File: config.mk
export PLATFORM = sky130hd
export DESIGN_NAME = strobe_decoder
export DESIGN_NICKNAME = d
export VERILOG_FILES = /design/src/rtl/strobe_decoder_pkg.sv /design/src/rtl/strobe_decoder_onehot_dec4.sv /design/src/rtl/strobe_decoder.sv
export SDC_FILE = /design/constraint.sdc
export NUM_CORES = 1
export LEC_CHECK = 0
export BUFFER_PORTS_ARGS = -buffer_cell sky130_fd_sc_hd__buf_2
export CAP_MARGIN = 20
export CORE_ASPECT_RATIO = 0.8
export CORE_MARGIN = 10
export CORE_UTILIZATION = 43
export DETAILED_ROUTE_END_ITERATION = 12
export GPL_TIMING_DRIVEN = 0
export MAX_ROUTING_LAYER = met4
export PLACE_DENSITY = 0.61
export SLEW_MARGIN = 20
export SYNTH_ARGS = -nofsm -noshare
export SYNTH_HDL_FRONTEND = slang
export SYNTH_SLANG_ARGS = --single-unit
export TNS_END_PERCENT = 5
File: constraint.sdc
create_clock -name i_clk -period 1.86 [get_ports i_clk]
set_input_delay 0.186 -clock i_clk [delete_from_list [all_inputs] [get_ports i_clk]]
set_output_delay 0.186 -clock i_clk [all_outputs]
set_load 0.01 [all_outputs]
File: src/rtl/strobe_decoder_pkg.sv
// Shared definitions for the strobe decoder slice.
// Holds the FSM state encoding and the code / one-hot width constants.
package strobe_decoder_pkg;

   localparam int CODE_W   = 4;
   localparam int ONEHOT_W = 16;

   typedef enum logic [1:0] {
      IDLE = 2'd0,
      HOLD = 2'd1,
      GAP  = 2'd2
   } state_t;

endpackage

File: src/rtl/strobe_decoder_onehot_dec4.sv
// Purely combinational 4-to-16 decoder.
// Ports:
//   code   - index to decode (0..15)
//   onehot - exactly one bit set, bit position equal to code
module onehot_dec4
   import strobe_decoder_pkg::*;
(
   input  logic [CODE_W-1:0]   code,
   output logic [ONEHOT_W-1:0] onehot
);

   always_comb begin
      onehot       = '0;
      onehot[code] = 1'b1;
   end

endmodule

File: src/rtl/strobe_decoder.sv
// Registered 4-to-16 one-hot strobe generator with a valid/ready handshake.
// An accepted code drives its one-hot line for HOLD_CYCLES clocks, then the
// block stays unready for GAP_CYCLES clocks before taking the next code.
// Ports:
//   i_clk, i_reset_n - clock, synchronous active-low reset
//   i_enable         - low blocks acceptance and aborts an active strobe
//   i_valid, i_code  - code handshake input
//   o_ready          - combinational: idle and enabled
//   o_onehot         - registered strobe (1 << code) or zero
//   o_active         - high while o_onehot is nonzero
//   o_done           - one-cycle pulse after a strobe completes unaborted
//
// state | meaning
// IDLE  | waiting for a code, o_ready follows i_enable
// HOLD  | strobe asserted, counter counts remaining hold cycles
// GAP   | forced idle after a strobe, counter counts remaining gap cycles
module strobe_decoder
   import strobe_decoder_pkg::*;
#(
   parameter int HOLD_CYCLES = 3,
   parameter int GAP_CYCLES  = 1,
   parameter int CNT_W       = 8
) (
   input  logic                i_clk,
   input  logic                i_reset_n,
   input  logic                i_enable,
   input  logic                i_valid,
   input  logic [CODE_W-1:0]   i_code,
   output logic                o_ready,
   output logic [ONEHOT_W-1:0] o_onehot,
   output logic                o_active,
   output logic                o_done
);

   localparam logic [CNT_W-1:0] HOLD_LOAD = CNT_W'(HOLD_CYCLES - 1);
   // GAP_LOAD is only used when GAP_CYCLES > 0; guard keeps it from underflowing.
   localparam logic [CNT_W-1:0] GAP_LOAD  = CNT_W'((GAP_CYCLES > 0) ? GAP_CYCLES - 1 : 0);

   state_t                state_q, state_d;
   logic [CNT_W-1:0]      cnt_q, cnt_d;
   logic [ONEHOT_W-1:0]   onehot_q, onehot_d;
   logic                  active_q, active_d;
   logic                  done_q, done_d;
   logic [ONEHOT_W-1:0]   dec_onehot;
   logic                  accept;

   onehot_dec4 u_dec (
      .code   (i_code),
      .onehot (dec_onehot)
   );

   assign o_ready = (state_q == IDLE) && i_enable;
   assign accept  = i_valid && o_ready;

   always_ff @(posedge i_clk) begin
      if (!i_reset_n) begin
         state_q  <= IDLE;
         cnt_q    <= '0;
         onehot_q <= '0;
         active_q <= 1'b0;
         done_q   <= 1'b0;
      end else begin
         state_q  <= state_d;
         cnt_q    <= cnt_d;
         onehot_q <= onehot_d;
         active_q <= active_d;
         done_q   <= done_d;
      end
   end

   always_comb begin
      state_d = state_q;
      cnt_d   = cnt_q;
      case (state_q)
         IDLE: begin
            if (accept) begin
               state_d = HOLD;
               cnt_d   = HOLD_LOAD;
            end
         end
         HOLD: begin
            if (!i_enable) begin
               state_d = IDLE;
               cnt_d   = '0;
            end else if (cnt_q == '0) begin
               if (GAP_CYCLES > 0) begin
                  state_d = GAP;
                  cnt_d   = GAP_LOAD;
               end else begin
                  state_d = IDLE;
                  cnt_d   = '0;
               end
            end else begin
               cnt_d = cnt_q - CNT_W'(1);
            end
         end
         GAP: begin
            if (!i_enable || (cnt_q == '0)) begin
               state_d = IDLE;
               cnt_d   = '0;
            end else begin
               cnt_d = cnt_q - CNT_W'(1);
            end
         end
         default: begin
            state_d = IDLE;
            cnt_d   = '0;
         end
      endcase
   end

   // The code is latched as its decoded one-hot pattern and recirculated
   // through HOLD, so i_code changes cannot disturb an active strobe.
   always_comb begin
      onehot_d = '0;
      if (accept) begin
         onehot_d = dec_onehot;
      end else if ((state_q == HOLD) && (state_d == HOLD)) begin
         onehot_d = onehot_q;
      end
      active_d = (state_d == HOLD);
      done_d   = (state_q == HOLD) && i_enable && (cnt_q == '0);
   end

   assign o_onehot = onehot_q;
   assign o_active = active_q;
   assign o_done   = done_q;

endmodule
# [Yosys cells after proc, flatten, opt, wreduce, memory -nomap -nowiden]
# Cells that the tools add are included.
[totals] output_inout_bits=19 word_cells=37 rom_bits=0 mem_count=0 mem_bits_rw=0 regBits=28 inputBits=8 latchBits=0
[op_classes] eq_ne=5 div_mod_pow=0 reduce_logical=10 n_mul=0 n_addsub=1 shifts=0 n_bitwise=0 n_lt_le_gt_ge=2 muxes=14
[op_table] cell="$mux 16" count=2
[op_table] cell="$mux 8" count=4
[op_table] cell="$pmux 8 s3" count=1
[op_table] cell="$logic_not 8->1" count=1
[op_table] cell="$mux 2" count=4
[op_table] cell="$sub 8x1->8 const B" count=1
[op_table] cell="$logic_and 1x1->1" count=6
[op_table] cell="$pmux 2 s3" count=1
[op_table] cell="$lt 4x5->1 const B" count=1
[op_table] cell="$demux 1 s4" count=1
[op_table] cell="$eq 2x1->1 const B" count=2
[op_table] cell="$ge 4x1->1 const B" count=1
[op_table] cell="$ne 2x2->1 const B" count=2
[op_table] cell="$eq 2x2->1 const B" count=1
[op_table] cell="$logic_not 2->1" count=1
[op_table] cell="$logic_not 1->1" count=1
[op_table] cell="$logic_or 1x1->1" count=1
[op_table] cell="$mux 1" count=1

# [Depth between registers and ports, before layout]
[depth] ltp_word=9 depth_mapped=7 depth_no_buf=6

# [Cells and area by module]
# A second synthesis with hierarchy kept.
[hier_totals] cells_unflattened=143 hier_area_um2=1391.3
[modules_own_cells] mod="strobe_decoder" cells_per_inst=123 area_each_um2=1164.9 seq_area_each_um2=560.5 n_inst=1
[modules_own_cells] mod="onehot_dec4" cells_per_inst=20 area_each_um2=226.5 seq_area_each_um2=0.0 n_inst=1

# [Worst setup path after synthesis]
# Ideal clock, no wire load.
[synth_path] path_type="register to register" startpoint="register cnt_q[0]" endpoint="register onehot_q[14] (netlist: o_onehot[14])" slack_ps=231 n_path_buf=1 stages_incl_launch_ff=8 arrival_time_ps=1515 synth_period_minus_slack_ps=1629 path_cell_list="dfxtp_1 > inv_1 > ha_1 > nor3b_1 > a21oi_2 > buf_6 > and3_1 > o21a_1"
[synth_between] elab_chain_cells=7
[synth_lines] element="from (decl)" line="strobe_decoder.sv:40" source="logic [CNT_W-1:0] cnt_q, cnt_d;"
[synth_lines] element="from (signal assigned)" line="strobe_decoder.sv:64" source="cnt_q <= cnt_d;"
[synth_lines] element="$logic_not 8->1 (*)" line="strobe_decoder.sv:85, strobe_decoder.sv:98"
[synth_lines] element="$mux 2 / $logic_or 1x1->1 (equally long branches)" line="strobe_decoder.sv:85, strobe_decoder.sv:98"
[synth_lines] element="$mux 2 (on tied branches)" line="strobe_decoder.sv:82, strobe_decoder.sv:98"
[synth_lines] element="$pmux 2 s3 (*)" line="strobe_decoder.sv:74" source="case (state_q)"
[synth_lines] element="$eq 2x1->1 (*)" line="strobe_decoder.sv:118" source="end else if ((state_q == HOLD) && (state_d == HOLD)) begin"
[synth_lines] element="$logic_and 1x1->1 (*)" line="strobe_decoder.sv:118"
[synth_lines] element="$ne 2x2->1 (no source line) (*)"
[synth_lines] element="to (signal assigned)" line="strobe_decoder.sv:65" source="onehot_q <= onehot_d;"
[synth_lines] element="to (decl)" line="strobe_decoder.sv:41" source="logic [ONEHOT_W-1:0] onehot_q, onehot_d;"
# Every way passes the cells marked *; elsewhere a longest branch is shown, timed or not.
# A chain may end at the register's enable or synchronous reset.

# [Worst setup path in the final report]
[layout_path] startpoint="register cnt_q[0]" endpoint="register onehot_q[15] (netlist: o_onehot[15])"
# The elaborated chain is that of the path after synthesis.

==> flow_summary.yaml <==
clock_network:
  root_buffer: "clkbuf_8"
  hold_buffers: 0
  insertion_delay_ns: 0.27
  cts-resized-gates: 1
  htreeDepth: 1
  cts_buffers: 3
  cts_tree: "built"
  clkSinkCount: 28
  post-cts-setup-buffer-count: 0
  clk_pin_slew_ns: 0.09
  clockBufferDepth: 2
grt:
  antenna_found_initial: 0
  grt_usage: 0.117
  use_met2: 0.188
  use_met1: 0.135
  gr-total-overflow: 0
  grt_pass1_wl_um: 4950
  grt_max_degree: 16
  use_met3: 0.0426
  busiest_layer: "met2"
  grt_pass1_vias: 1080
sta:
  period_needed_ns: 1.71
  period_share: 0.920
  timing.final.max_slew_violations: 0
  hold_viol: 0
  rsz0062_at_grt: "false"
  timing.fmax_ghz: 0.585
  worst_pin_slew_ns: 0.413
  slew_headroom: 0.725
  worst_clock_skew_ns: 0.00262
  final-setup-viol-count: 0
logic_synthesis:
  seq_area_frac_synth: 0.440
  synth_seq_cells: 28
  syn_avg_cell_area_um2: 8.73
  netlist_area_mm2: 0.00127
  ys_types: 31
  yosys_warnings: 0
  syn_inst: 146
  syn_nets: 156
worst_setup_path:
  end_kind: "flip-flop"
  slowest_delay_ns: 0.34
  worstPathRequired_ns: 2.03
  worstPathMaxFanout: 10
  start_kind: "flip-flop"
  r2r_start: "cnt_q[0]$_SDFFE_PN0P_"
  slowest_stage: "dfxtp_1"
  arrival_ns: 1.88
  worst-path-buf-inv: 2
  crit_family: "simple AND/OR/NAND/NOR gates"
  path_cells: "inv_1, ha_1, nor3b_2, a21oi_2, buf_6, and3_1, o21a_1"
  crit_start: "cnt_q[0]$_SDFFE_PN0P_"
  criticalPathCategory: "reg -> reg"
placement:
  port-buffer-count: 26
  dp_hpwl_um: 2310
  gp_congestion: 0.845
  place_area_mm2: 0.00145
power:
  share_seq_of_total_power: 0.514
  sw_frac_of_total: 0.277
  power_w: 0.00126
  power_density_mw_per_mm2: 834
  p_leak_nw: 0.691
  combPwrFrac: 0.196
  switchingPower_w: 0.000350
  peakVddDrop_v: 0.000463
  clock_power_share: 0.290
  internal-power_w: 0.000914
floorplanning:
  rows: 17
  die_area_mm2: 0.00556
  pin_count: 27
  core_mm2: 0.00281
  die_w_um: 80.9
  floorplan.initialDensity: 0.454
  die_y_um: 68.7
layout:
  ff_latch_area_um2: 561
  design_area_mm2: 0.00152
  final_util: 0.540
  fillers: 293
  drive_above_1_share: 0.210
  multi_input_area_um2: 676
  syn2layout_area_growth_pct: 18.9
  diodes: 0
  finalNetCount: 187
worst_hold_path:
  worstHoldStart: "i_enable"
  hold_class: "in -> reg"
routing:
  antenna_left: 0
  route.detailed.drc: 0
  viasPerCell: 5.18
  post_drt_wl_per_cell_um: 13.6
  routed_wl_um: 2920
  drt-initial-drc-count: 59
  dr_total_vias: 1109
  drt_first_pass_iters: 4
flow_run:
  drv_cap: 0
run_status:
  outcome: "finished clean"
==> worst register-to-register path: stages, from the launching register on <==
cell,delay (ns)
dfxtp_1,0.34
inv_1,0.12
ha_1,0.15
nor3b_2,0.31
a21oi_2,0.18
buf_6,0.18
and3_1,0.16
o21a_1,0.17
==> cells in the mapped netlist (all sizes together) <==
cell | instances | area, um2
nand2b | 2 | 12.5
a211o | 1 | 8.76
nand3 | 9 | 45.0
or3 | 4 | 25.0
o21a | 12 | 90.1
nor2 | 26 | 97.6
nand4b | 2 | 17.5
inv | 3 | 11.3
buf | 3 | 21.3
nor3 | 3 | 15.0
a21oi | 4 | 23.8
and4bb | 1 | 12.5
ha | 2 | 25.0
nand2 | 5 | 18.8
xor2 | 5 | 43.8
and3 | 12 | 75.1
o21ai | 3 | 15.0
clkbuf | 4 | 15.0
a21boi | 4 | 30.0
mux2i | 1 | 10.0
dfxtp | 28 | 561
nor2b | 3 | 18.8
a211oi | 2 | 15.0
nor3b | 1 | 7.51
xnor2 | 2 | 17.5
nor4 | 2 | 27.5
nand3b | 2 | 15.0
==> cells by family after synthesis <==
logic type,share of synthesized area
XOR/XNOR,0.0481
buffers and inverters,0.0373
adder cells (fa/ha/maj),0.0196
AO/OA/AOI/OAI,0.143
AND/OR/NAND/NOR,0.304
flip-flops,0.440
multiplexers,0.00785
==> layout by cell type (no fill, tap or decap), types with 2 or more instances in the layout <==
cell,count
and3_1,12
a21oi_1,3
nor2b_1,3
dfxtp_1,28
xor2_1,5
o21ai_0,2
ha_1,2
nand3b_1,2
nand2b_1,2
clkbuf_1,4
xnor2_1,2
a21boi_1,4
inv_1,3
nand3_1,9
nand4b_1,2
o21a_1,12
nor3_1,3
or3_1,4
clkbuf_8,4
nor2_1,26
nand2_1,5
a211oi_1,2
buf_2,28
==> worst paths after layout <==
check | to | slack [ns] | cells after the start
min | o_done$_SDFF_PN0_ | 0.19 | 3
min reg2reg | o_onehot[12]$_SDFFE_PN0P_ | 0.47 | 2
max | o_onehot[15]$_SDFFE_PN0P_ | 0.15 | 7
max reg2reg | o_onehot[15]$_SDFFE_PN0P_ | 0.15 | 7
==> state kept, by name (all words and copies together), names as in the netlist <==
register / count
cnt_q: 8
o_active: 1
o_done: 1
o_onehot: 16
state_q: 2
==> metrics by stage <==
stage	setup WS (ns)	hold slack, ns	cells	TNS, ns
2_1_floorplan	0.231	0.312	146	0
3_3_place_gp	-0.0218	0.451	210	-0.107
3_5_place_dp	-0.0516	0.457	210	-0.219
4_1_cts	0.138	0.189	214	0
5_1_grt	0.0609	0.189	214	0
6_report	0.150	0.191	214	0
==> power by group through the flow <==
stage | registers [W] | clock network [W] | logic, W
after CTS | 0.000650 | 0.000379 | 0.000247
after detailed placement | 0.000663 | 0 | 0.000244
final | 0.000650 | 0.000366 | 0.000248
after floorplan | 0.000660 | 0 | 0.000180
after global routing | 0.000654 | 0.000406 | 0.000278
after global placement | 0.000661 | 0 | 0.000240
==> cell type report <==
cell class	count	area share
Buffer	7	0.0239
Clock buffer	4	0.0363
Multi-Input combinational cell	108	0.446
Sequential cell	28	0.370
Tap cell	38	0.0314
Timing Repair Buffer	26	0.0858
Inverter	3	0.00743
==> per-layer routing <==
| metal | part of all wire | vias to the layer above |
|---|---|---|
| met5 | 0 | - |
| met4 | 0.0062 | 0 |
| met3 | 0.061 | 2 |
| met2 | 0.45 | 21 |
| met1 | 0.48 | 521 |
| li1 | - | 565 |
(Power assumes the default switching activity.)
